File: src/rtl/arm_pkg.sv
// Shared A64 writeback types: result request struct, load size encoding, extension helpers.
// Pure declarations; no timing or flow control lives here.
package arm_pkg;

  localparam int XLEN = 64;
  localparam logic [4:0] REG_XZR_SP = 5'd31;

  typedef enum logic [1:0] {SZ_B, SZ_H, SZ_W, SZ_D} mem_size_e;

  typedef struct packed {
    logic [4:0]      rd;
    logic [XLEN-1:0] data;
    logic            is32;
    logic            wr_sp;
  } wb_req_t;

  function automatic logic [XLEN-1:0] load_ext(input logic [XLEN-1:0] d, input mem_size_e sz,
                                               input logic sgn, input logic is32);
    logic [XLEN-1:0] r;
    case (sz)
      SZ_B:    r = {{(XLEN-8){sgn & d[7]}}, d[7:0]};
      SZ_H:    r = {{(XLEN-16){sgn & d[15]}}, d[15:0]};
      SZ_W:    r = {{(XLEN-32){sgn & d[31]}}, d[31:0]};
      default: r = d;
    endcase
    if (is32) r[XLEN-1:32] = '0;
    return r;
  endfunction

  function automatic logic [31:0] rd_onehot(input logic [4:0] rd);
    return 32'd1 << rd;
  endfunction

  // rd 31 from the execute side is the zero register unless the op targets SP.
  function automatic logic is_xzr_drop(input wb_req_t r);
    return (r.rd == REG_XZR_SP) && !r.wr_sp;
  endfunction

endpackage

File: src/rtl/wb_stage_if.sv
// Execute, load-response and register-file write-port bundle around the writeback stage.
// ex_* is valid/ready; mem_* has no backpressure; the write port is a registered output.
interface wb_stage_if;
  import arm_pkg::*;

  logic            ex_valid;
  logic            ex_ready;
  logic [4:0]      ex_rd;
  logic [XLEN-1:0] ex_data;
  logic            ex_is32;
  logic            ex_wr_sp;

  logic            mem_valid;
  logic [4:0]      mem_rd;
  logic [XLEN-1:0] mem_data;
  mem_size_e       mem_size;
  logic            mem_signed;
  logic            mem_is32;

  logic            RegWrite;
  logic [4:0]      Write_register;
  logic [XLEN-1:0] Write_d;
  logic [31:0]     wb_pending;

  modport master (
    output ex_valid, ex_rd, ex_data, ex_is32, ex_wr_sp,
    output mem_valid, mem_rd, mem_data, mem_size, mem_signed, mem_is32,
    input  ex_ready, RegWrite, Write_register, Write_d, wb_pending
  );

  modport slave (
    input  ex_valid, ex_rd, ex_data, ex_is32, ex_wr_sp,
    input  mem_valid, mem_rd, mem_data, mem_size, mem_signed, mem_is32,
    output ex_ready, RegWrite, Write_register, Write_d, wb_pending
  );

endinterface

File: src/rtl/wb_fifo.sv
// Execute-result buffer with registered full/empty; head is combinational from the read pointer.
// Push and pop may coincide, including a push into a full FIFO that is popping the same cycle.
module wb_fifo
  import arm_pkg::*;
#(
  parameter int DEPTH = 2
) (
  input  logic        clk,
  input  logic        reset,
  input  logic        push,
  input  wb_req_t     push_dat,
  input  logic        pop,
  output wb_req_t     head,
  output logic        full,
  output logic        empty,
  output logic [31:0] pending
);

  localparam int PW = $clog2(DEPTH);
  localparam int CW = $clog2(DEPTH + 1);

  wb_req_t          slots [DEPTH];
  logic [DEPTH-1:0] vld;
  logic [PW-1:0]    wr_ptr;
  logic [PW-1:0]    rd_ptr;
  logic [CW-1:0]    cnt;
  logic [CW-1:0]    cnt_nxt;

  assign cnt_nxt = cnt + CW'(push) - CW'(pop);
  assign head    = slots[rd_ptr];

  // Clear-on-pop precedes set-on-push so a full FIFO pushing while popping keeps the slot live.
  always_ff @(posedge clk or negedge reset) begin
    if (!reset) begin
      vld    <= '0;
      wr_ptr <= '0;
      rd_ptr <= '0;
      cnt    <= '0;
      full   <= 1'b0;
      empty  <= 1'b1;
    end else begin
      if (pop) begin
        vld[rd_ptr] <= 1'b0;
        rd_ptr      <= rd_ptr + PW'(1);
      end
      if (push) begin
        vld[wr_ptr] <= 1'b1;
        wr_ptr      <= wr_ptr + PW'(1);
      end
      cnt   <= cnt_nxt;
      full  <= (cnt_nxt == CW'(DEPTH));
      empty <= (cnt_nxt == '0);
    end
  end

  always_ff @(posedge clk) begin
    if (push) slots[wr_ptr] <= push_dat;
  end

  always_comb begin
    pending = '0;
    for (int i = 0; i < DEPTH; i++) begin
      if (vld[i] && !is_xzr_drop(slots[i])) pending = pending | rd_onehot(slots[i].rd);
    end
  end

endmodule

File: src/rtl/wb_stage.sv
// Merges load responses (priority) and buffered execute results onto the register-file write port; one registered cycle, empty buffer is flow-through.
// ex_ready is the registered not-full flag; loads never stall and simply make queued execute results wait.
module wb_stage #(
  parameter int XLEN       = arm_pkg::XLEN,
  parameter int FIFO_DEPTH = 2
) (
  input  logic     clk,
  input  logic     reset,
  wb_stage_if.slave wb
);
  import arm_pkg::*;

  wb_req_t         ex_req;
  wb_req_t         head;
  wb_req_t         sel;
  logic            accept;
  logic            pop;
  logic            bypass;
  logic            push;
  logic            full;
  logic            empty;
  logic [31:0]     fifo_pend;
  logic            reg_write;
  logic [4:0]      wr_reg;
  logic [XLEN-1:0] wr_d;
  logic [XLEN-1:0] sel_d;

  assign accept = wb.ex_valid && wb.ex_ready;
  assign ex_req = '{rd: wb.ex_rd, data: wb.ex_data, is32: wb.ex_is32, wr_sp: wb.ex_wr_sp};

  // A beat arriving at an empty, unblocked buffer goes straight to the output register.
  assign pop    = !wb.mem_valid && !empty;
  assign bypass = !wb.mem_valid && empty && accept;
  assign push   = accept && !bypass;

  assign sel   = pop ? head : ex_req;
  assign sel_d = sel.is32 ? {{(XLEN-32){1'b0}}, sel.data[31:0]} : sel.data;

  wb_fifo #(.DEPTH(FIFO_DEPTH)) u_fifo (
    .clk      (clk),
    .reset    (reset),
    .push     (push),
    .push_dat (ex_req),
    .pop      (pop),
    .head     (head),
    .full     (full),
    .empty    (empty),
    .pending  (fifo_pend)
  );

  always_ff @(posedge clk or negedge reset) begin
    if (!reset) begin
      reg_write <= 1'b0;
      wr_reg    <= '0;
      wr_d      <= '0;
    end else if (wb.mem_valid) begin
      reg_write <= (wb.mem_rd != REG_XZR_SP);
      wr_reg    <= wb.mem_rd;
      wr_d      <= load_ext(wb.mem_data, wb.mem_size, wb.mem_signed, wb.mem_is32);
    end else if (pop || bypass) begin
      reg_write <= !is_xzr_drop(sel);
      wr_reg    <= sel.rd;
      wr_d      <= sel_d;
    end else begin
      reg_write <= 1'b0;
    end
  end

  assign wb.ex_ready       = !full;
  assign wb.RegWrite       = reg_write;
  assign wb.Write_register = wr_reg;
  assign wb.Write_d        = wr_d;
  assign wb.wb_pending     = fifo_pend | (reg_write ? rd_onehot(wr_reg) : 32'd0);

endmodule

File: src/flat_wrapper.sv
// flat-port wrapper written by rule: the top's interface ports become plain ports
module wb_stage_flat import arm_pkg::*;
#(
  parameter int XLEN       = arm_pkg::XLEN,
  parameter int FIFO_DEPTH = 2
)
  (clk, reset, wb_ex_valid, wb_ex_rd, wb_ex_data, wb_ex_is32, wb_ex_wr_sp, wb_mem_valid, wb_mem_rd, wb_mem_data, wb_mem_size, wb_mem_signed, wb_mem_is32, wb_ex_ready, wb_RegWrite, wb_Write_register, wb_Write_d, wb_wb_pending);
  wb_stage_if wb_i ();
  input  logic clk;
  input  logic reset;
  input wire logic [$bits(wb_i.ex_valid)-1:0] wb_ex_valid;
  input wire logic [$bits(wb_i.ex_rd)-1:0] wb_ex_rd;
  input wire logic [$bits(wb_i.ex_data)-1:0] wb_ex_data;
  input wire logic [$bits(wb_i.ex_is32)-1:0] wb_ex_is32;
  input wire logic [$bits(wb_i.ex_wr_sp)-1:0] wb_ex_wr_sp;
  input wire logic [$bits(wb_i.mem_valid)-1:0] wb_mem_valid;
  input wire logic [$bits(wb_i.mem_rd)-1:0] wb_mem_rd;
  input wire logic [$bits(wb_i.mem_data)-1:0] wb_mem_data;
  input wire logic [$bits(wb_i.mem_size)-1:0] wb_mem_size;
  input wire logic [$bits(wb_i.mem_signed)-1:0] wb_mem_signed;
  input wire logic [$bits(wb_i.mem_is32)-1:0] wb_mem_is32;
  output wire logic [$bits(wb_i.ex_ready)-1:0] wb_ex_ready;
  output wire logic [$bits(wb_i.RegWrite)-1:0] wb_RegWrite;
  output wire logic [$bits(wb_i.Write_register)-1:0] wb_Write_register;
  output wire logic [$bits(wb_i.Write_d)-1:0] wb_Write_d;
  output wire logic [$bits(wb_i.wb_pending)-1:0] wb_wb_pending;
  assign wb_i.ex_valid = wb_ex_valid;
  assign wb_i.ex_rd = wb_ex_rd;
  assign wb_i.ex_data = wb_ex_data;
  assign wb_i.ex_is32 = wb_ex_is32;
  assign wb_i.ex_wr_sp = wb_ex_wr_sp;
  assign wb_i.mem_valid = wb_mem_valid;
  assign wb_i.mem_rd = wb_mem_rd;
  assign wb_i.mem_data = wb_mem_data;
  assign wb_i.mem_size = wb_mem_size;
  assign wb_i.mem_signed = wb_mem_signed;
  assign wb_i.mem_is32 = wb_mem_is32;
  assign wb_ex_ready = wb_i.ex_ready;
  assign wb_RegWrite = wb_i.RegWrite;
  assign wb_Write_register = wb_i.Write_register;
  assign wb_Write_d = wb_i.Write_d;
  assign wb_wb_pending = wb_i.wb_pending;
  wb_stage #(.XLEN(XLEN), .FIFO_DEPTH(FIFO_DEPTH)) u_core (.clk(clk), .reset(reset), .wb(wb_i));
endmodule
File: config.mk
export PLATFORM = sky130hd
export DESIGN_NAME = wb_stage_flat
export DESIGN_NICKNAME = d
export VERILOG_FILES = /design/src/rtl/arm_pkg.sv /design/src/rtl/wb_stage_if.sv /design/src/rtl/wb_fifo.sv /design/src/rtl/wb_stage.sv /design/src/flat_wrapper.sv
export SDC_FILE = /design/constraint.sdc
export NUM_CORES = 1
export LEC_CHECK = 0
export BUFFER_PORTS_ARGS = -buffer_cell sky130_fd_sc_hd__buf_2
export CORE_UTILIZATION = 35
export DETAILED_ROUTE_END_ITERATION = 10
export PLACE_DENSITY = 0.55
export SLEW_MARGIN = 20
export SYNTH_ARGS = -nofsm -noshare
export SYNTH_HDL_FRONTEND = slang
export SYNTH_HIERARCHICAL = 1
export SYNTH_SLANG_ARGS = --single-unit
File: constraint.sdc
create_clock -name clk -period 15.45 [get_ports clk]
set_input_delay 0 -clock clk [delete_from_list [all_inputs] [get_ports clk]]
set_output_delay 0 -clock clk [all_outputs]
set_load 0.1 [all_outputs]
==> flow_summary_export.csv <==
group,metric,value,unit
timing,worstMarginPinSlew,1.07,ns
logic_synthesis,syn_avg_cell_area,12.7,um2
timing,setup_ws,12.20,ns
timing,skew,0.0125,ns
setup_path,reg2reg_from,"u_core/u_fifo/empty",
routing,ant_nets,0,
power,finalPower,2760,uW
timing,slew_viol_final,0,
setup_path,endpoint_kind,"register",
cts,cts_buffers,25,
power,powerDensity,185,mW/mm2
setup_path,path_max_fanout,98,
place,dp_hpwl,20.5,mm
flow_run,cap_viol_max_count,0,
timing,rsz0062_at_grt,"false",
cells_and_area,area_growth,32.9,%
setup_path,r2r_slack,12.20,ns
setup_path,rr_endpoint,"u_core/u_fifo/full",
logic_synthesis,synth_top_area_share,37.9,%
logic_synthesis,synth_flop_cell,"edfxtp_1",
routing,finalWirelength,33.1,mm
global_route,grt_pass1_vias,9284,
logic_synthesis,synth-edff-count,142,
global_route,antenna_found_initial,1,
logic_synthesis,synth_area,0.0113,mm2
setup_path,path_delay_family,"buffers and inverters",
routing,drc,0,
cells_and_area,drive_gt1_share,26.6,%
outcome,outcome,"finished, final reports clean",
logic_synthesis,synthTopCellsByCount,"edfxtp_1 (142), mux2_1 (84), dfrtp_1 (77)",
logic_synthesis,yosys_register_bits,220,
setup_path,ff2ff_path_depth,7,
routing,post_drt_wl_per_cell,20.1,um
place,placed_area,0.0127,mm2
cts,cts_root_buffer,"clkbuf_16",
setup_path,critPathMostFrequentCell,"ha_1",
die,die_area,0.0329,mm2
timing,fin_tns_setup,0,ns
min_path,worstHoldEndpoint,"u_core/u_fifo/slots[1][1]",
min_path,hold_path_depth,1,
global_route,grt.total_usage,19.8,%
logic_synthesis,yosysMostFrequentCell,"edfxtp_1",
timing,holdWs,0.0459,ns
die,die_w,181,um
timing,setup_viol,0,
timing,timing.final.crit_share,21.1,%
logic_synthesis,yosys_warnings,6,
timing,finalHoldViolCount,0,
global_route,grt.overflow.total,0,
setup_path,startpoint_type,"register",
cells_and_area,nets,1376,
logic_synthesis,synthCells,885,
setup_path,crit_chain,"buf_4 -> nor2_1 -> ha_1 -> inv_1 -> ha_1 -> xor3_1 -> nor2b_1",
cts,cts_tree,"built",
logic_synthesis,synth_area_leaders,"edfxtp_1 (38%), dfrtp_1 (17%), mux2_1 (8.4%), a221oi_1 (3.7%), a221o_1 (2.9%)",
die,core_area,0.0316,mm2
global_route,grt_pass1_wl,52.0,mm
timing,fmax,0.307,GHz
logic_synthesis,yosysTopAreaCell,"edfxtp_1",
cts,cts_setup_buffers,0,
cts,cts_sinks,220,
die,die_h,181,um
setup_path,critPathKind,"register to register",
cts,clk_pin_slew_worst_paths,0.05,ns
logic_synthesis,syn_nets,1035,
routing,viasPerCell,5.56,
power,leakagePower,0.00585,uW
setup_path,slowest_delay,0.96,ns
cells_and_area,final_cell_area,0.0150,mm2
die,start_util,35.6,%
place,post-place-ws,12.18,ns
timing,fin_crit,3.25,ns
power,irDropWorstVdd,0.129,mV
place,io_buffers,250,
routing,drt_iter0_drc,526,
setup_path,path_buf_inv,2,
place,place.gp.congestion,0.880,
min_path,hold_path_class,"primary input to register",
cts,clk_latency,0.51,ns
routing,firstDrtPassIters,4,
cells_and_area,num-fill-cells,2924,
setup_path,crit_required,15.84,ns
cts,cts.path.max_buffers,3,
setup_path,cp_data_arrival_time,3.65,ns
timing,slew_headroom,28.8,%
die,rows,65,
logic_synthesis,synthArstFlopShare,35.5,%
logic_synthesis,ys_seq_area_share,55.2,%
die,io_pins,251,
cts,cts_max_level,1,
setup_path,slowest_stage,"dfstp_4",
min_path,hold_start,"wb_ex_is32",
logic_synthesis,synth_cell_types,51,
global_route,grt_max_degree,99,
routing,dr_total_vias,9158,
-- metrics by stage --
| stage | util, % | std cells |
|---|---|---|
| 5_1_grt | 47.3 | 1647 |
| 4_1_cts | 47.2 | 1645 |
| 3_3_place_gp | 40.0 | 1457 |
| 2_1_floorplan | - | 885 |
| 3_5_place_dp | 40.0 | 1457 |
| 6_report | 47.3 | 1648 |
-- state kept, by name (all words and copies together) (netlist names) --
name / flops
u_core/u_fifo/wr_ptr: 1
u_core/u_fifo/slots: 142
u_core/wb.Write_d: 64
u_core/wb.RegWrite: 1
u_core/u_fifo/empty: 1
u_core/wb.Write_register: 5
u_core/u_fifo/vld: 2
u_core/u_fifo/rd_ptr: 1
u_core/u_fifo/full: 1
u_core/u_fifo/cnt: 2
-- placed cells by master, fill, tap and decap left out, drive strengths merged, types with 3 or more instances in the layout --
| cell type | count |
|---|---|
| o21ai | 13 |
| edfxtp | 142 |
| bufinv | 3 |
| nand3 | 26 |
| mux2i | 14 |
| nand4bb | 5 |
| dlygate4sd3 | 143 |
| dfrtp | 77 |
| nor2 | 8 |
| o22ai | 24 |
| o21bai | 8 |
| clkbuf | 33 |
| o32ai | 8 |
| a211oi | 25 |
| a221o | 33 |
| a31o | 14 |
| o31ai | 27 |
| inv | 10 |
| or3b | 33 |
| a221oi | 47 |
| nand4b | 7 |
| clkinv | 7 |
| o21a | 40 |
| mux2 | 85 |
| nor2b | 31 |
| buf | 263 |
| nand4 | 5 |
| or2 | 3 |
| nor3 | 9 |
| a21o | 9 |
| nand2b | 12 |
| nand3b | 34 |
| nand2 | 25 |
-- cells by family (layout without fill, tap and decap cells) --
group                      after synthesis  in the layout  synth area share, %
muxes                                   99             99                 9.74
and+or+nand+nor                        206            206                 12.0
DFF                                    220            220                 55.2
other                                    0              2                    0
xor gates and xnor gates                 3              3                0.367
adders and majority gates                2              2                0.222
buffers and inverters                  102            461                 4.49
AOI/OAI and AO/OA                      253            253                 18.0
-- layout make-up --
type                       count  area (um2)  area share, %
sequential                   220        6220           41.6
multi-input combinational    563        4560           30.5
timing repair buffer         406        2800           18.7
clock buffer                  33         696           4.65
tap                          402         503           3.36
clock inverter                12         140          0.936
inverter                      10        37.5          0.251
antenna                        2        5.00         0.0334
-- power breakdown --
part / switching [uW] / leakage, uW / internal [uW]
Clock: 229 / 0.000405 / 365
Sequential: 120 / 0.00227 / 794
Combinational: 931 / 0.00317 / 324
-- metal layers --
layer  global-route usage [%]  share of wire [%]  up-vias
met1                     26.5                 44     4543
met2                     32.9                 47      332
met3                     2.83                5.0       79
li1                         -                  -     4204
met5                        0                  0        -
met4                     7.05                3.2        0
-- what timing repair did --
action                                  CTS  global route
endpoints found under the setup margin    0             0
hold endpoints to repair                242             0
resized for setup                         0             0
hold buffers                            143             0
-- worst max path at each step --
stage	startpoint	end	slack, ns	cells past startpoint
after floorplan	u_core/u_fifo/full	u_core/u_fifo/slots[0][0]	10.59	5
after global placement	u_core/u_fifo/empty	u_core/u_fifo/full	12.27	7
after detailed placement	u_core/u_fifo/empty	u_core/u_fifo/full	12.18	7
after CTS	u_core/u_fifo/empty	u_core/u_fifo/full	12.18	7
after global routing	u_core/u_fifo/empty	u_core/u_fifo/full	11.93	7
final	u_core/u_fifo/empty	u_core/u_fifo/full	12.20	7
No activity file was read; power rests on OpenSTA's default activity.
